--- config.mk ---
export PLATFORM = sky130hd
export DESIGN_NAME = rvlab_rstmgr
export DESIGN_NICKNAME = d
export VERILOG_FILES = /design/src/rtl/rvlab_rstmgr.sv
export SDC_FILE = /design/constraint.sdc
export NUM_CORES = 1
export LEC_CHECK = 0
export ABC_AREA = 1
export CORE_UTILIZATION = 40
export CTS_CLUSTER_DIAMETER = 100
export CTS_CLUSTER_SIZE = 40
export DETAILED_ROUTE_END_ITERATION = 8
export GPL_TIMING_DRIVEN = 0
export PLACE_DENSITY = 0.6
export SLEW_MARGIN = 20
export SYNTH_ARGS = -nofsm -noshare
export SYNTH_HDL_FRONTEND = slang
export SYNTH_SLANG_ARGS = --single-unit
--- constraint.sdc ---
create_clock -name clk_i -period 1.29 [get_ports clk_i]
set_input_delay 0.258 -clock clk_i [delete_from_list [all_inputs] [get_ports clk_i]]
set_output_delay 0.258 -clock clk_i [all_outputs]
set_load 0.005 [all_outputs]
--- src/rtl/rvlab_rstmgr.sv ---
`default_nettype none
// ============================================================================
//  Module      : rvlab_rstmgr
//  Description : Reset sequencer behind the clock manager. It synchronises
//                MMCM lock, debounces the board button, accepts a software
//                reset and releases peripheral then core reset in order.
//                It also keeps a sticky reset-cause register.
//  Revision    : 1.0 - initial release
// ============================================================================
module rvlab_rstmgr #(
    parameter int SYNC_STAGES       = 2,
    parameter int DEBOUNCE_CYCLES   = 16,
    parameter int STRETCH_CYCLES    = 32,
    parameter int CORE_DELAY_CYCLES = 8,
    parameter int BTN_ACTIVE_LOW    = 0
) (
    input  logic       clk_i,
    input  logic       rst_i,
    input  logic       locked_i,
    input  logic       btn_i,
    input  logic       sw_rst_req_i,
    input  logic       cause_clr_i,
    output logic       periph_rst_o,
    output logic       sys_rst_o,
    output logic       ready_o,
    output logic [3:0] rst_cause_o
);

    localparam int c_MAX_AB     = (DEBOUNCE_CYCLES > STRETCH_CYCLES) ? DEBOUNCE_CYCLES : STRETCH_CYCLES;
    localparam int c_MAX_CYCLES = (c_MAX_AB > CORE_DELAY_CYCLES) ? c_MAX_AB : CORE_DELAY_CYCLES;
    localparam int c_CW         = $clog2(c_MAX_CYCLES + 1);

    localparam logic [c_CW-1:0] c_ONE           = c_CW'(1);
    localparam logic [c_CW-1:0] c_DEB_LAST      = c_CW'(DEBOUNCE_CYCLES - 1);
    localparam logic [c_CW-1:0] c_STRETCH_LAST  = c_CW'(STRETCH_CYCLES - 1);
    localparam logic [c_CW-1:0] c_CORE_DLY_LAST = c_CW'(CORE_DELAY_CYCLES - 1);

    typedef enum logic [1:0] {
        S_HOLD       = 2'd0,
        S_STRETCH    = 2'd1,
        S_REL_PERIPH = 2'd2,
        S_RUN        = 2'd3
    } state_t;

    // ------------------------------------------------------------------
    // Input synchronisers; the button is normalised so 1 means pressed
    // ------------------------------------------------------------------
    logic                   w_btn_norm;
    logic [SYNC_STAGES-1:0] r_lock_sync;
    logic [SYNC_STAGES-1:0] r_btn_sync;
    logic                   w_lock_s;
    logic                   w_btn_s;

    assign w_btn_norm = (BTN_ACTIVE_LOW != 0) ? ~btn_i : btn_i;

    always_ff @(posedge clk_i) begin
        if (rst_i) begin
            r_lock_sync <= '0;
            r_btn_sync  <= '0;
        end else begin
            r_lock_sync <= {r_lock_sync[SYNC_STAGES-2:0], locked_i};
            r_btn_sync  <= {r_btn_sync[SYNC_STAGES-2:0], w_btn_norm};
        end
    end

    assign w_lock_s = r_lock_sync[SYNC_STAGES-1];
    assign w_btn_s  = r_btn_sync[SYNC_STAGES-1];

    // ------------------------------------------------------------------
    // Button debouncer
    // ------------------------------------------------------------------
    logic            r_btn_db;
    logic [c_CW-1:0] r_db_cnt;

    always_ff @(posedge clk_i) begin
        if (rst_i) begin
            r_btn_db <= 1'b0;
            r_db_cnt <= '0;
        end else if (w_btn_s == r_btn_db) begin
            r_db_cnt <= '0;
        end else if (r_db_cnt == c_DEB_LAST) begin
            r_btn_db <= w_btn_s;
            r_db_cnt <= '0;
        end else begin
            r_db_cnt <= r_db_cnt + c_ONE;
        end
    end

    // ------------------------------------------------------------------
    // Sequencing FSM
    // ------------------------------------------------------------------
    logic            w_src;
    state_t          r_state;
    state_t          w_state_nxt;
    logic [c_CW-1:0] r_cnt;
    logic [c_CW-1:0] w_cnt_nxt;
    logic            r_periph_rst;
    logic            r_sys_rst;
    logic            r_ready;
    logic            w_periph_rst_nxt;
    logic            w_sys_rst_nxt;
    logic            w_ready_nxt;

    assign w_src = ~w_lock_s | r_btn_db | sw_rst_req_i;

    // An active source always wins over a terminal count in the same cycle.
    always_comb begin
        w_state_nxt = r_state;
        w_cnt_nxt   = r_cnt;
        case (r_state)
            S_HOLD: begin
                w_cnt_nxt = '0;
                if (!w_src) begin
                    w_state_nxt = S_STRETCH;
                end
            end
            S_STRETCH: begin
                if (w_src) begin
                    w_state_nxt = S_HOLD;
                    w_cnt_nxt   = '0;
                end else if (r_cnt == c_STRETCH_LAST) begin
                    w_state_nxt = S_REL_PERIPH;
                    w_cnt_nxt   = '0;
                end else begin
                    w_cnt_nxt = r_cnt + c_ONE;
                end
            end
            S_REL_PERIPH: begin
                if (w_src) begin
                    w_state_nxt = S_HOLD;
                    w_cnt_nxt   = '0;
                end else if (r_cnt == c_CORE_DLY_LAST) begin
                    w_state_nxt = S_RUN;
                    w_cnt_nxt   = '0;
                end else begin
                    w_cnt_nxt = r_cnt + c_ONE;
                end
            end
            S_RUN: begin
                w_cnt_nxt = '0;
                if (w_src) begin
                    w_state_nxt = S_HOLD;
                end
            end
            default: begin
                w_state_nxt = S_HOLD;
                w_cnt_nxt   = '0;
            end
        endcase

        w_periph_rst_nxt = !((w_state_nxt == S_REL_PERIPH) || (w_state_nxt == S_RUN));
        w_sys_rst_nxt    = (w_state_nxt != S_RUN);
        w_ready_nxt      = (w_state_nxt == S_RUN);
    end

    always_ff @(posedge clk_i) begin
        if (rst_i) begin
            r_state      <= S_HOLD;
            r_cnt        <= '0;
            r_periph_rst <= 1'b1;
            r_sys_rst    <= 1'b1;
            r_ready      <= 1'b0;
        end else begin
            r_state      <= w_state_nxt;
            r_cnt        <= w_cnt_nxt;
            r_periph_rst <= w_periph_rst_nxt;
            r_sys_rst    <= w_sys_rst_nxt;
            r_ready      <= w_ready_nxt;
        end
    end

    // ------------------------------------------------------------------
    // Sticky reset cause; a set in the same cycle as a clear survives it
    // ------------------------------------------------------------------
    logic       w_enter_hold;
    logic [3:0] w_cause_set;
    logic [3:0] r_cause;

    assign w_enter_hold = (r_state != S_HOLD) && w_src;
    assign w_cause_set  = w_enter_hold ? {sw_rst_req_i, r_btn_db, ~w_lock_s, 1'b0} : 4'b0000;

    always_ff @(posedge clk_i) begin
        if (rst_i) begin
            r_cause <= 4'b0001;
        end else begin
            r_cause <= (cause_clr_i ? 4'b0000 : r_cause) | w_cause_set;
        end
    end

    assign periph_rst_o = r_periph_rst;
    assign sys_rst_o    = r_sys_rst;
    assign ready_o      = r_ready;
    assign rst_cause_o  = r_cause;

endmodule
`default_nettype wire
==> summary.txt <==
Finish
  – Number of fill cells: 249
  – # diodes: 0
  – Post-layout util: 53.03%
  – Fraction of layout instances using a drive strength above 1: 23.29%
  – P&R area growth vs syn: 26.20%
  – Layout Nets: 155

Logic synthesis
  – Syn Inst Count: 128
  – Post-Synthesis Cell Area: 1041 µm²
  – Warnings from Yosys: 0
  – Seq/Total Area, Yosys: 50.00%
  – Synthesized area per cell: 8.133 µm²
  – Seq cells post-synth: 26
  – Syn Nets: 136
  – Post-synth cell types: 25

Power and ir drop
  – P per Cell Area: 1080 nW/µm²
  – LEAKAGE: 0.5397 nW
  – Max VDD drop: 666.5 µV

Timing
  – Hold WS: 0.2258 ns
  – Fmax: 820.2 MHz
  – # setup viols final: 0
  – Setup TNS: 0 ns
  – Worst slew margin: 80.20%
  – Fin crit share: 94.51%
  – Final min period: 1.219 ns
  – Slew Limit Fails: 0
  – Clock skew: 0.003650 ns
  – Slew @ Worst Pin: 0.2954 ns
  – Endpoints failing hold: 0

Worst setup path
  – Max incr delay on CP: 0.48 ns
  – Critical path cell sequence: clkdlybuf4s50_1 > inv_1 > nand2_1 > nor3_2 > inv_1 > a21oi_2 > inv_1
  – FF-to-FF path depth: 6
  – CP endpoint kind: flip-flop
  – CP Launch Type: primary input
  – Worst R2R End: periph_rst_o
  – CP startpoint: sw_rst_req_i
  – Cell mode on critical path: inv_1
  – Origin of the critical flop-to-flop path: r_cnt[0]
  – Cell family with most CP delay: buffers and inverters
  – CP endpoint: periph_rst_o
  – Crit path depth: 7
  – Worst EP arrival: 1.44 ns
  – Worst path bufs/invs: 4
  – Crit-path slowest cell: clkdlybuf4s50_1
  – R2r setup slk: 0.08 ns
  – CP max FO: 5
  – Critical Path RT: 1.52 ns
  – Critical setup path kind: primary input to flip-flop

Global route
  – Vias in the first global route: 706
  – First-pass GRT wire length: 2911 µm
  – Initial antenna violation count: 0
  – Total track usage: 14.50%
  – Largest net degree at the start of global routing: 16
  – GRT Residual Overflow: 0

Min path
  – Worst min-delay path category: primary input to flip-flop

Die
  – Full die area: 2811 µm²
  – Die width: 53.02 µm
  – Number of cell rows: 18
  – Die Ht: 53.02 µm
  – Initial Util: 42.02%
  – Core area: 2477 µm²
  – IO Count: 13

Route
  – Detailed-route via count: 818
  – DR pass1 iterations: 4
  – Avg Vias per Cell: 4.648
  – Initial DRC count: 5
  – ANT nets after route: 0
  – Wire length per cell: 9.784 µm
  – Routed WL: 1722 µm
  – Drt drc: 0

Clock tree
  – CTS Root Cell: clkbuf_4
  – CTS H-tree depth: 1
  – CTS buffer count: 3
  – Clk_lat worst skew: 0.32 ns
  – Clk buf depth: 2
  – Sink Count: 26
  – TritonCTS clock tree: built
  – Clock transition at path regs: 0.14 ns

Placement
  – Dpl hpwl: 1209 µm
  – Gp weighted congestion: 0.8701
  – Port buffer count: 11

Job
  – Max-cap check violation count: 0

Outcome
  – Outcome: completed
==> layout make-up <==
class,instances,area [µm²],share of cell area (%)
multi-input cells,81,489.2,37.24
repair buffers,14,123.9,9.429
flip-flops and latches,26,530.5,40.38
well taps,30,37.54,2.857
clock buffers,3,22.52,1.714
plain buffers,1,5.005,0.3810
clock inverters,1,30.03,2.286
inverters,20,75.07,5.714
==> worst min-delay path by stage <==
stage | start | endpoint | slack [ns] | cells past startpoint
2_1_floorplan | btn_i | r_btn_sync[0] | 0.36 | 2
3_3_place_gp | r_btn_sync[0] | r_btn_sync[1] | 0.40 | 2
3_5_place_dp | r_lock_sync[0] | r_lock_sync[1] | 0.40 | 2
4_1_cts | rst_i | rst_cause_o[2] | 0.23 | 2
5_1_grt | rst_i | r_btn_sync[1] | 0.24 | 2
6_report | rst_i | rst_cause_o[2] | 0.23 | 2
==> report_power, final <==
group / internal [mW] / total (mW) / leakage [nW] / switching (mW)
logic: 0.0239 / 0.0528 / 0.298 / 0.0290
registers: 0.814 / 0.818 / 0.214 / 0.00467
clock network: 0.314 / 0.548 / 0.0279 / 0.234
==> per-layer routing <==
layer  up-vias  global-route usage, %  routed length (µm)
met2        16                  24.05                 881
met3         2                  3.448                  67
met1       364                  17.02                 754
li1        436                      -                   -
met4         0                  7.895                  19
met5         -                      0                   0
==> logic make-up after synthesis <==
group | count (synthesis) | share of synthesized area, %
simple gates | 65 | 30.41
xor+xnor | 6 | 5.049
flops | 26 | 50.00
buf+inv | 21 | 7.692
compound gates | 8 | 4.447
fa+ha+maj | 2 | 2.403
==> stage by stage <==
| step | area (µm²) | instances | worst slack, ns | total power, mW |
|---|---|---|---|---|
| 6_report | 1314 | 176 | 0.07086 | 1.419 |
| 5_1_grt | 1314 | 176 | -0.01239 | 1.474 |
| 4_1_cts | 1256 | 173 | 0.01752 | 1.441 |
| 3_5_place_dp | 1189 | 169 | -0.2508 | 0.8895 |
| 3_3_place_gp | 1189 | 169 | -0.2683 | 0.8888 |
| 2_1_floorplan | 1041 | 128 | 0.1444 | 0.8630 |
==> cells in the final DEF (no fill, tap or decap), types with 2 or more instances in the layout <==
cell type / n
nor2_1: 20
nand2_1: 20
dfxtp_1: 18
inv_1: 17
nand3_1: 8
dfxtp_2: 8
dlygate4sd2_1: 7
a21oi_1: 5
clkdlybuf4s50_1: 4
inv_2: 3
nand4_1: 3
xor2_1: 3
xnor2_1: 3
clkbuf_4: 3
buf_4: 3
nor3_2: 2
nor2_2: 2
==> sequential cells by signal, summed over array words and instances (netlist names) <==
name and flops:
periph_rst_o 1, sys_rst_o 1, r_cnt 6, r_lock_sync 2, ready_o 1, r_btn_sync 2, r_btn_db 1, r_state 2
rst_cause_o 4, r_db_cnt 6
==> worst reg2reg max path, delay by kind of cell, from the launching register on <==
family | cells | cell delay, ns
and+or+nand+nor | 3 | 0.37
adders and majority gates | 1 | 0.14
buffers and inverters | 1 | 0.05
DFF | 1 | 0.38
AOI/OAI and AO/OA | 1 | 0.19
==> cell usage after synthesis <==
master / n / area (µm²)
a21oi_1: 5 / 25.02
a21oi_2: 1 / 8.760
and2_4: 1 / 8.760
buf_2: 1 / 5.000
dfxtp_1: 26 / 520.5
ha_1: 2 / 25.02
inv_1: 17 / 63.81
inv_2: 3 / 11.26
nand2_1: 21 / 78.83
nand3_1: 9 / 45.04
nand3_2: 1 / 10.01
nand3b_2: 1 / 11.26
nand4_1: 3 / 18.77
nor2_1: 20 / 75.07
nor2_2: 3 / 18.77
nor3_1: 1 / 5.000
nor3_2: 1 / 10.01
nor3_4: 1 / 16.27
nor4_1: 1 / 6.260
o21ai_0: 1 / 5.000
o21bai_1: 1 / 7.510
or2_1: 1 / 6.260
or2_2: 1 / 6.260
xnor2_1: 3 / 26.28
xor2_1: 3 / 26.28
==> timing repair <==
action                     in CTS  in global routing
setup buffers                   0                  3
resized for setup              14                 10
setup endpoints to repair      17                 13
hold buffers                    0                  0
pin swaps                       0                  2
No activity file was read; power rests on OpenSTA's default activity.
